## src/rtl/shift_rx_pkg.sv

```systemverilog
// shift_rx_pkg -- shared types and helpers for the shift_rx receiver.
//   state_t   : receiver FSM states (PAR is used only when SHIFT_RX_PARITY_EN
//               is defined).
//   cnt_width : width of a counter that can hold 0..width without wrapping.
package shift_rx_pkg;

  typedef enum logic [1:0] {
    IDLE = 2'd0,
    DATA = 2'd1,
    PAR  = 2'd2
  } state_t;

  function automatic int unsigned cnt_width(input int unsigned width);
    return $clog2(width + 1);
  endfunction

endpackage

```

## src/rtl/shift_rx_sipo.sv

```systemverilog
// shift_rx_sipo -- serial-in / parallel-out shift register core.
//   clk, rst  : clock, asynchronous active-high reset (clears the register)
//   clr       : synchronous clear to zero (wins over en)
//   en        : shift one bit in this cycle
//   msb_first : 1 = shift left, sin enters bit 0;
//               0 = shift right, sin enters bit WIDTH-1
//   sin       : serial data bit
//   data_nxt  : value the register takes at the next edge. When en=0 and
//               clr=0 this equals the current register contents.
module shift_rx_sipo
  import shift_rx_pkg::*;
#(
  parameter int unsigned WIDTH = 4
) (
  input  logic             clk,
  input  logic             rst,
  input  logic             clr,
  input  logic             en,
  input  logic             msb_first,
  input  logic             sin,
  output logic [WIDTH-1:0] data_nxt
);

  logic [WIDTH-1:0] data;

  always_comb begin
    data_nxt = data;
    if (clr) begin
      data_nxt = '0;
    end else if (en) begin
      if (msb_first) begin
        data_nxt = {data[WIDTH-2:0], sin};
      end else begin
        data_nxt = {sin, data[WIDTH-1:1]};
      end
    end
  end

  always_ff @(posedge clk or posedge rst) begin
    if (rst) begin
      data <= '0;
    end else begin
      data <= data_nxt;
    end
  end

endmodule

```

## src/rtl/shift_rx.sv

```systemverilog
// shift_rx -- framed serial receiver with a one-word output register.
// Optional feature: define SHIFT_RX_PARITY_EN to append an even-parity bit
// to each frame (PAR state) and report perr; otherwise perr is tied 0.
//   clk       : rising-edge clock
//   rst       : asynchronous active-high reset
//   start     : begin a new frame; aborts any frame in progress
//   sin       : serial data bit
//   sin_vld   : sin is valid this cycle
//   msb_first : 1 = first bit lands in q[WIDTH-1]; 0 = first bit in q[0]
//   q_ack     : consumer accepts q
//   q         : received word
//   q_vld     : q holds an unconsumed word
//   busy      : frame in progress
//   ovr       : sticky overrun flag (cleared only by rst)
//   perr      : parity error for the word in q
module shift_rx
  import shift_rx_pkg::*;
#(
  parameter int unsigned WIDTH = 4
) (
  input  logic             clk,
  input  logic             rst,
  input  logic             start,
  input  logic             sin,
  input  logic             sin_vld,
  input  logic             msb_first,
  input  logic             q_ack,
  output logic [WIDTH-1:0] q,
  output logic             q_vld,
  output logic             busy,
  output logic             ovr,
  output logic             perr
);

  localparam int unsigned CW = cnt_width(WIDTH);

  state_t           state;
  logic [CW-1:0]    cnt;
  logic [WIDTH-1:0] word;
  logic             shift_en;
  logic             last_bit;
  logic             done;

  // start has priority over data: the start cycle never samples sin.
  assign shift_en = (state == DATA) && sin_vld && !start;
  assign last_bit = shift_en && (cnt == CW'(WIDTH - 1));

`ifdef SHIFT_RX_PARITY_EN
  assign done = (state == PAR) && sin_vld && !start;
`else
  assign done = last_bit;
`endif

  // word is the shift register's next value: on the last data bit it
  // already includes that bit, and in PAR (no shift) it is the held data.
  shift_rx_sipo #(
    .WIDTH(WIDTH)
  ) u_sipo (
    .clk      (clk),
    .rst      (rst),
    .clr      (start),
    .en       (shift_en),
    .msb_first(msb_first),
    .sin      (sin),
    .data_nxt (word)
  );

  // FSM and bit counter
  always_ff @(posedge clk or posedge rst) begin
    if (rst) begin
      state <= IDLE;
      cnt   <= '0;
      busy  <= 1'b0;
    end else if (start) begin
      state <= DATA;
      cnt   <= '0;
      busy  <= 1'b1;
    end else begin
      case (state)
        DATA: begin
          if (shift_en) begin
            cnt <= cnt + 1'b1;
          end
          if (last_bit) begin
`ifdef SHIFT_RX_PARITY_EN
            state <= PAR;
`else
            state <= IDLE;
            busy  <= 1'b0;
`endif
          end
        end
        PAR: begin
          if (done) begin
            state <= IDLE;
            busy  <= 1'b0;
          end
        end
        default: begin
        end
      endcase
    end
  end

  // Output register, overrun and parity flags
`ifdef SHIFT_RX_PARITY_EN
  always_ff @(posedge clk or posedge rst) begin
    if (rst) begin
      perr <= 1'b0;
    end else if (done && (!q_vld || q_ack)) begin
      // Even parity: data bits plus parity bit must XOR to 0.
      perr <= (^word) ^ sin;
    end
  end
`else
  assign perr = 1'b0;
`endif

  always_ff @(posedge clk or posedge rst) begin
    if (rst) begin
      q     <= '0;
      q_vld <= 1'b0;
      ovr   <= 1'b0;
    end else if (done) begin
      if (!q_vld || q_ack) begin
        q     <= word;
        q_vld <= 1'b1;
      end else begin
        ovr <= 1'b1;
      end
    end else if (q_ack) begin
      q_vld <= 1'b0;
    end
  end

endmodule

```

## config.mk

```make
export PLATFORM = sky130hd
export DESIGN_NAME = shift_rx
export DESIGN_NICKNAME = d
export VERILOG_FILES = /design/src/rtl/shift_rx_pkg.sv /design/src/rtl/shift_rx_sipo.sv /design/src/rtl/shift_rx.sv
export SDC_FILE = /design/constraint.sdc
export NUM_CORES = 1
export LEC_CHECK = 0
export CAP_MARGIN = 20
export CORE_UTILIZATION = 28
export CTS_BUF_LIST = sky130_fd_sc_hd__clkbuf_16
export CTS_CLUSTER_SIZE = 12
export DETAILED_ROUTE_END_ITERATION = 8
export PLACE_DENSITY = 0.58
export SLEW_MARGIN = 20
export SYNTH_ARGS = -nofsm -noshare
export SYNTH_HDL_FRONTEND = slang
export SYNTH_SLANG_ARGS = --single-unit
```

## constraint.sdc

```tcl
create_clock -name clk -period 2.2 [get_ports clk]
set_input_delay 0.44 -clock clk [delete_from_list [all_inputs] [get_ports clk]]
set_output_delay 0.44 -clock clk [all_outputs]
set_load 0.01 [all_outputs]
```

==> results.yml, run 1 <==
outcome:
  outcome: "finished clean"
routing:
  routedWlPerCell_um: 11.77
  drt_first_iter_violations: 2
  num_vias: 435
  post-route-drc-count: 0
  drt-total-wl_um: 1153
  ant_nets: 0
  post_drt_via_cell_ratio: 4.439
  drtPass1Iterations: 4
finish:
  area_growth_pct: 27.94
  fin_nets: 81
  layout-drive-gt1-share_pct: 21.43
  nFillCells: 235
  antenna_cells: 0
critical_path:
  worstRegToRegCells: 5
  startpoint_type: "register"
  path_max_fanout: 4
  rrSetupSlack_ns: 0.71
  path_cells: "clkdlybuf4s50_1"
  path_class: "register to output pin"
  endpoint_kind: "output pin"
  critical-path-top-delay-family: "buffers and inverters"
  required_ns: 1.76
  cp.buffers_inverters: 1
  r2r_start: "cnt[0]"
  crit_arrival_ns: 1.22
  critPathSlowestCell: "clkdlybuf4s50_1"
  reg2reg_to: "q[2]"
  slowest_delay_ns: 0.56
synth:
  yosysTopAreaCellShare_pct: 49.21
  synthCells: 58
  synth_flop_cell: "dfrtp_1"
  synth_common_cells: "dfrtp_1, mux2i_1, inv_1"
  seq_area_frac_synth_pct: 49.21
  ys_ff_latch: 14
  yosysWarnings: 0
  ys_top_cells_by_area: "dfrtp_1, mux2i_1, a211oi_2"
  netlist_area_um2: 711.9
  synth_top_area_cell: "dfrtp_1"
  synth_cell_types: 21
  synthArstFlopShare_pct: 100.0
  synth.net_count: 67
  synth-edff-count: 0
  synth_most_common_cell: "dfrtp_1"
  avgSynthCellArea_um2: 12.27
clock_tree:
  post_cts.repair.setup_buffers: 0
  htreeDepth: 1
  cts-root-buf: "clkbuf_16"
  clk_pin_slew_ns: 0.04
  cts_tree: "built"
  cts.path.max_buffers: 2
  cts_resized: 0
  clk_latency_ns: 0.24
  cts_inserted_buffers: 3
  cts_hold_buf: 0
  clock_sinks: 14
timing:
  holdWs_ns: 0.4785
  fin_tns_setup_ns: 0
  worst_pin_slew_ns: 0.5522
  period_needed_ns: 1.664
  hold_viol: 0
  finalSetupViolCount: 0
  max_slew_margin_pct: 63.15
  skew_ns: 0.002578
  period_share_pct: 75.64
  fmaxAchievable_mhz: 600.9
  rsz0062_at_grt: "no"
  maxSlewViolCount: 0
min_path:
  hold_end: "ovr"
  hp-start: "ovr"
  holdCritPathClass: "register to register"
  min_path_cells: 1
job:
  maxCapViolations: 0
die:
  die_area_um2: 2748
  initial_core_util_pct: 30.99
  die_w_um: 52.43
  core_um2: 2297
  placementRows: 17
  io_pins: 15
  die_h_um: 52.43
grt:
  antenna_found_initial: 0
  overflow: 0
  grt_pass1_wl_um: 2049
  grt_pass1_vias: 455
  grt_max_degree: 15
  track_usage_pct: 10.81
pwr:
  power_w: 0.0007645
  powerDensity_nw_per_um2: 839.3
  peakVddDrop_uv: 551.6
  leakagePower_nw: 0.4113
placement:
  numPortBuffers: 13
  place_congestion: 0.6068
==> cell type report <==
class | instances | area, µm² | share of cell area, %
timing repair buffer | 14 | 137.6 | 15.11
sequential | 14 | 350.3 | 38.46
multi-input combinational | 33 | 290.3 | 31.87
tap | 28 | 35.03 | 3.846
clock buffer | 3 | 75.07 | 8.242
inverter | 6 | 22.52 | 2.473
==> logic make-up after synthesis <==
kind of cell | after synthesis | share of synthesized area (%)
mux | 9 | 12.65
other cells | 1 | 0.5267
fa+ha+maj | 2 | 3.514
flops | 14 | 49.21
simple gates | 13 | 12.48
compound gates | 7 | 10.37
xor+xnor | 1 | 1.230
buf+inv | 11 | 10.02
==> per-layer routing <==
metal | GRT usage [%] | part of all wire, %
met1 | 14.34 | 52
met2 | 14.77 | 39
met3 | 4.638 | 6.9
met4 | 5.263 | 1.5
met5 | 0 | 0
==> report_power, final <==
group / internal, W / total (W) / leakage [nW] / switching (W)
registers: 0.000288 / 0.000307 / 0.168 / 0.0000187
logic: 0.0000708 / 0.000130 / 0.206 / 0.0000592
clock network: 0.000237 / 0.000328 / 0.0370 / 0.0000915
total: 0.000595 / 0.000765 / 0.411 / 0.000169
==> metrics by stage <==
| step | cells | utilization [%] | worst slack (ns) | instance area [µm²] |
|---|---|---|---|---|
| final | 98 | 39.65 | 0.5359 | 910.9 |
| after global routing | 98 | 39.65 | 0.4992 | 910.9 |
| after CTS | 98 | 39.65 | 0.5275 | 910.9 |
| after detailed placement | 95 | 36.38 | 0.5112 | 835.8 |
| after global placement | 95 | 36.38 | 0.5336 | 835.8 |
| after floorplan | 58 | - | 0.9195 | 711.9 |
==> cell usage in the layout, fill, tap and decap left out <==
| cell | instances |
|---|---|
| dfrtp_1 | 14 |
| clkdlybuf4s50_1 | 13 |
| mux2i_1 | 9 |
| inv_1 | 6 |
| a211oi_2 | 4 |
| nor2_1 | 4 |
| nor2_2 | 3 |
| clkbuf_16 | 3 |
| nand2_1 | 2 |
| ha_1 | 2 |
| nand2b_1 | 1 |
| nand4b_4 | 1 |
| o21bai_1 | 1 |
| and2_4 | 1 |
| nor2b_2 | 1 |
| xnor2_1 | 1 |
| a211oi_1 | 1 |
| a21o_2 | 1 |
| conb_1 | 1 |
| buf_4 | 1 |
==> sequential cells by signal (all words and copies together), names as in the netlist <==
| name | flops |
|---|---|
| ovr | 1 |
| q | 4 |
| state | 1 |
| u_sipo.data | 4 |
| cnt | 3 |
| q_vld | 1 |
==> how the worst max path moves through the flow <==
| stage | start | end | slack, ns | cells after the start |
|---|---|---|---|---|
| floorplan | cnt[0] | q[0] | 0.92 | 6 |
| global placement | sin_vld | q[2] | 0.53 | 4 |
| detailed placement | sin_vld | q[1] | 0.51 | 4 |
| CTS | state[0] | busy | 0.53 | 1 |
| global route | state[0] | busy | 0.50 | 1 |
| finish | state[0] | busy | 0.54 | 1 |
No activity file was read; power rests on OpenSTA's default activity.
==> run 2, diff against run 1 <==
- clock period: 2.2 -> 1.7 ns (I/O delays scaled with it)
==> run 2 against run 1 <==
Against the previous run: hold slack lost 0.041 ns; critical path depth is the same; first-iteration DRC count grew 50%; flip-flop and latch count is the same; power grew 31%; wire length shrank 4.4%; worst setup slack lost 0.39 ns; global-route usage shrank 0.20 points; clock power grew 34%; critical path type unchanged.
==> results.yml, run 2 (same netlist as run 1, synthesis figures left out) <==
placement:
  numPortBuffers: 13
  dp.cells: 95
  dp_slack_ns: 0.1019
  place_congestion: 0.6215
clock_tree:
  cts_tree: "built"
  clk_pin_slew_ns: 0.05
  post_cts.repair.setup_buffers: 0
  cts-root-buf: "clkbuf_16"
  clk_latency_ns: 0.24
  cts_resized: 0
  cts.path.max_buffers: 2
  cts_hold_buf: 0
  clock_sinks: 14
  cts_inserted_buffers: 3
  htreeDepth: 1
finish:
  antenna_cells: 0
  seq_area_um2: 350.3
  area_growth_pct: 28.47
  fin_nets: 81
  layout-drive-gt1-share_pct: 21.13
  final_common_cell: "dfrtp_1"
  instances_no_fill: 99
  mostFrequentLayoutCells: "dfrtp_1, clkdlybuf4s50_1, mux2i_1"
  multiInputGateArea_um2: 290.3
  nFillCells: 235
  top_regs: "q x4, u_sipo.data x4, cnt x3"
routing:
  ant_nets: 0
  drt_first_iter_violations: 3
  routedWlPerCell_um: 11.13
  drtPass1Iterations: 2
  post-route-drc-count: 0
  post_drt_via_cell_ratio: 4.394
  drt-total-wl_um: 1102
  num_vias: 435
outcome:
  outcome: "finished clean"
critical_path:
  endpoint_kind: "output pin"
  required_ns: 1.36
  critical-path-top-delay-family: "buffers and inverters"
  slowest_delay_ns: 0.56
  cp.buffers_inverters: 1
  critPathSlowestCell: "clkdlybuf4s50_1"
  startpoint_type: "register"
  path_class: "register to output pin"
  crit_arrival_ns: 1.22
  path_cells: "clkdlybuf4s50_1"
  path_max_fanout: 4
die:
  placementRows: 17
  initial_core_util_pct: 30.99
  core_um2: 2297
  die_h_um: 52.43
  die_w_um: 52.43
  die_area_um2: 2748
  io_pins: 15
grt:
  grt_pass1_wl_um: 2007
  overflow: 0
  track_usage_pct: 10.61
  grt_pass1_vias: 439
  antenna_found_initial: 0
  grt_max_degree: 15
timing:
  setup_slack_ns: 0.1421
  max_slew_margin_pct: 64.95
  fin_tns_setup_ns: 0
  period_share_pct: 91.64
  period_needed_ns: 1.558
  rsz0062_at_grt: "no"
  worst_pin_slew_ns: 0.5252
  fmaxAchievable_mhz: 641.9
  finalSetupViolCount: 0
  hold_viol: 0
  maxSlewViolCount: 0
  skew_ns: 0.004701
pwr:
  peakVddDrop_uv: 406.3
  powerDensity_nw_per_um2: 1094
  leakagePower_nw: 0.4128
  power_w: 0.001001
job:
  maxCapViolations: 0
min_path:
  holdCritPathClass: "input pin to async pin"
-- run 2: changes by cell type in the layout (fill, tap and decap cells not counted), sizes merged --
cell / change
clkinv: +1
-- run 2: final cells by class --
type,instances,area share (%)
Clock inverter,1,0.4104
Inverter,6,2.462
Sequential cell,14,38.30
Timing Repair Buffer,14,15.05
Clock buffer,3,8.208
Multi-Input combinational cell,33,31.74
Tap cell,28,3.830
-- run 2: path summary, 6_finish.rpt --
| kind | startpoint | endpoint | slack [ns] | depth (start not counted) |
|---|---|---|---|---|
| worst max-delay path | state[0] | busy | 0.14 | 1 |
| worst min-delay path | rst | q[1] | 0.44 | 2 |
| worst max register to register | cnt[0] | q[0] | 0.28 | 5 |
| worst min register to register | ovr | ovr | 0.47 | 1 |
| max in group asynchronous | rst | state[0] | 0.91 | 2 |
| min in group clk | ovr | ovr | 0.47 | 1 |
-- run 2: report_power, final --
group          internal [W]  leakage (nW)  switching, W
Clock              0.000310        0.0385      0.000130
Sequential         0.000372         0.168     0.0000220
Combinational     0.0000917         0.206     0.0000749
-- run 2: metal layers --
metal,GRT usage [%],vias up,routed length [µm]
met3,3.768,4,78
met2,14.14,15,427
met1,13.73,202,560
met4,7.895,0,36
met5,0,-,0
li1,-,214,-
-- run 2: through the flow --
step	area (µm²)	hold slack (ns)	util [%]
2_1_floorplan	711.9	0.2292	-
3_3_place_gp	835.8	0.4744	36.38
3_5_place_dp	835.8	0.4633	36.38
4_1_cts	914.6	0.4701	39.81
5_1_grt	914.6	0.4821	39.81
6_report	914.6	0.4377	39.81
==> run 3, diff against run 2 <==
- CAP_MARGIN: 20 -> not set
==> results of run 3 <==
The final DEF is identical to that of run 2; final timing and power are the same.
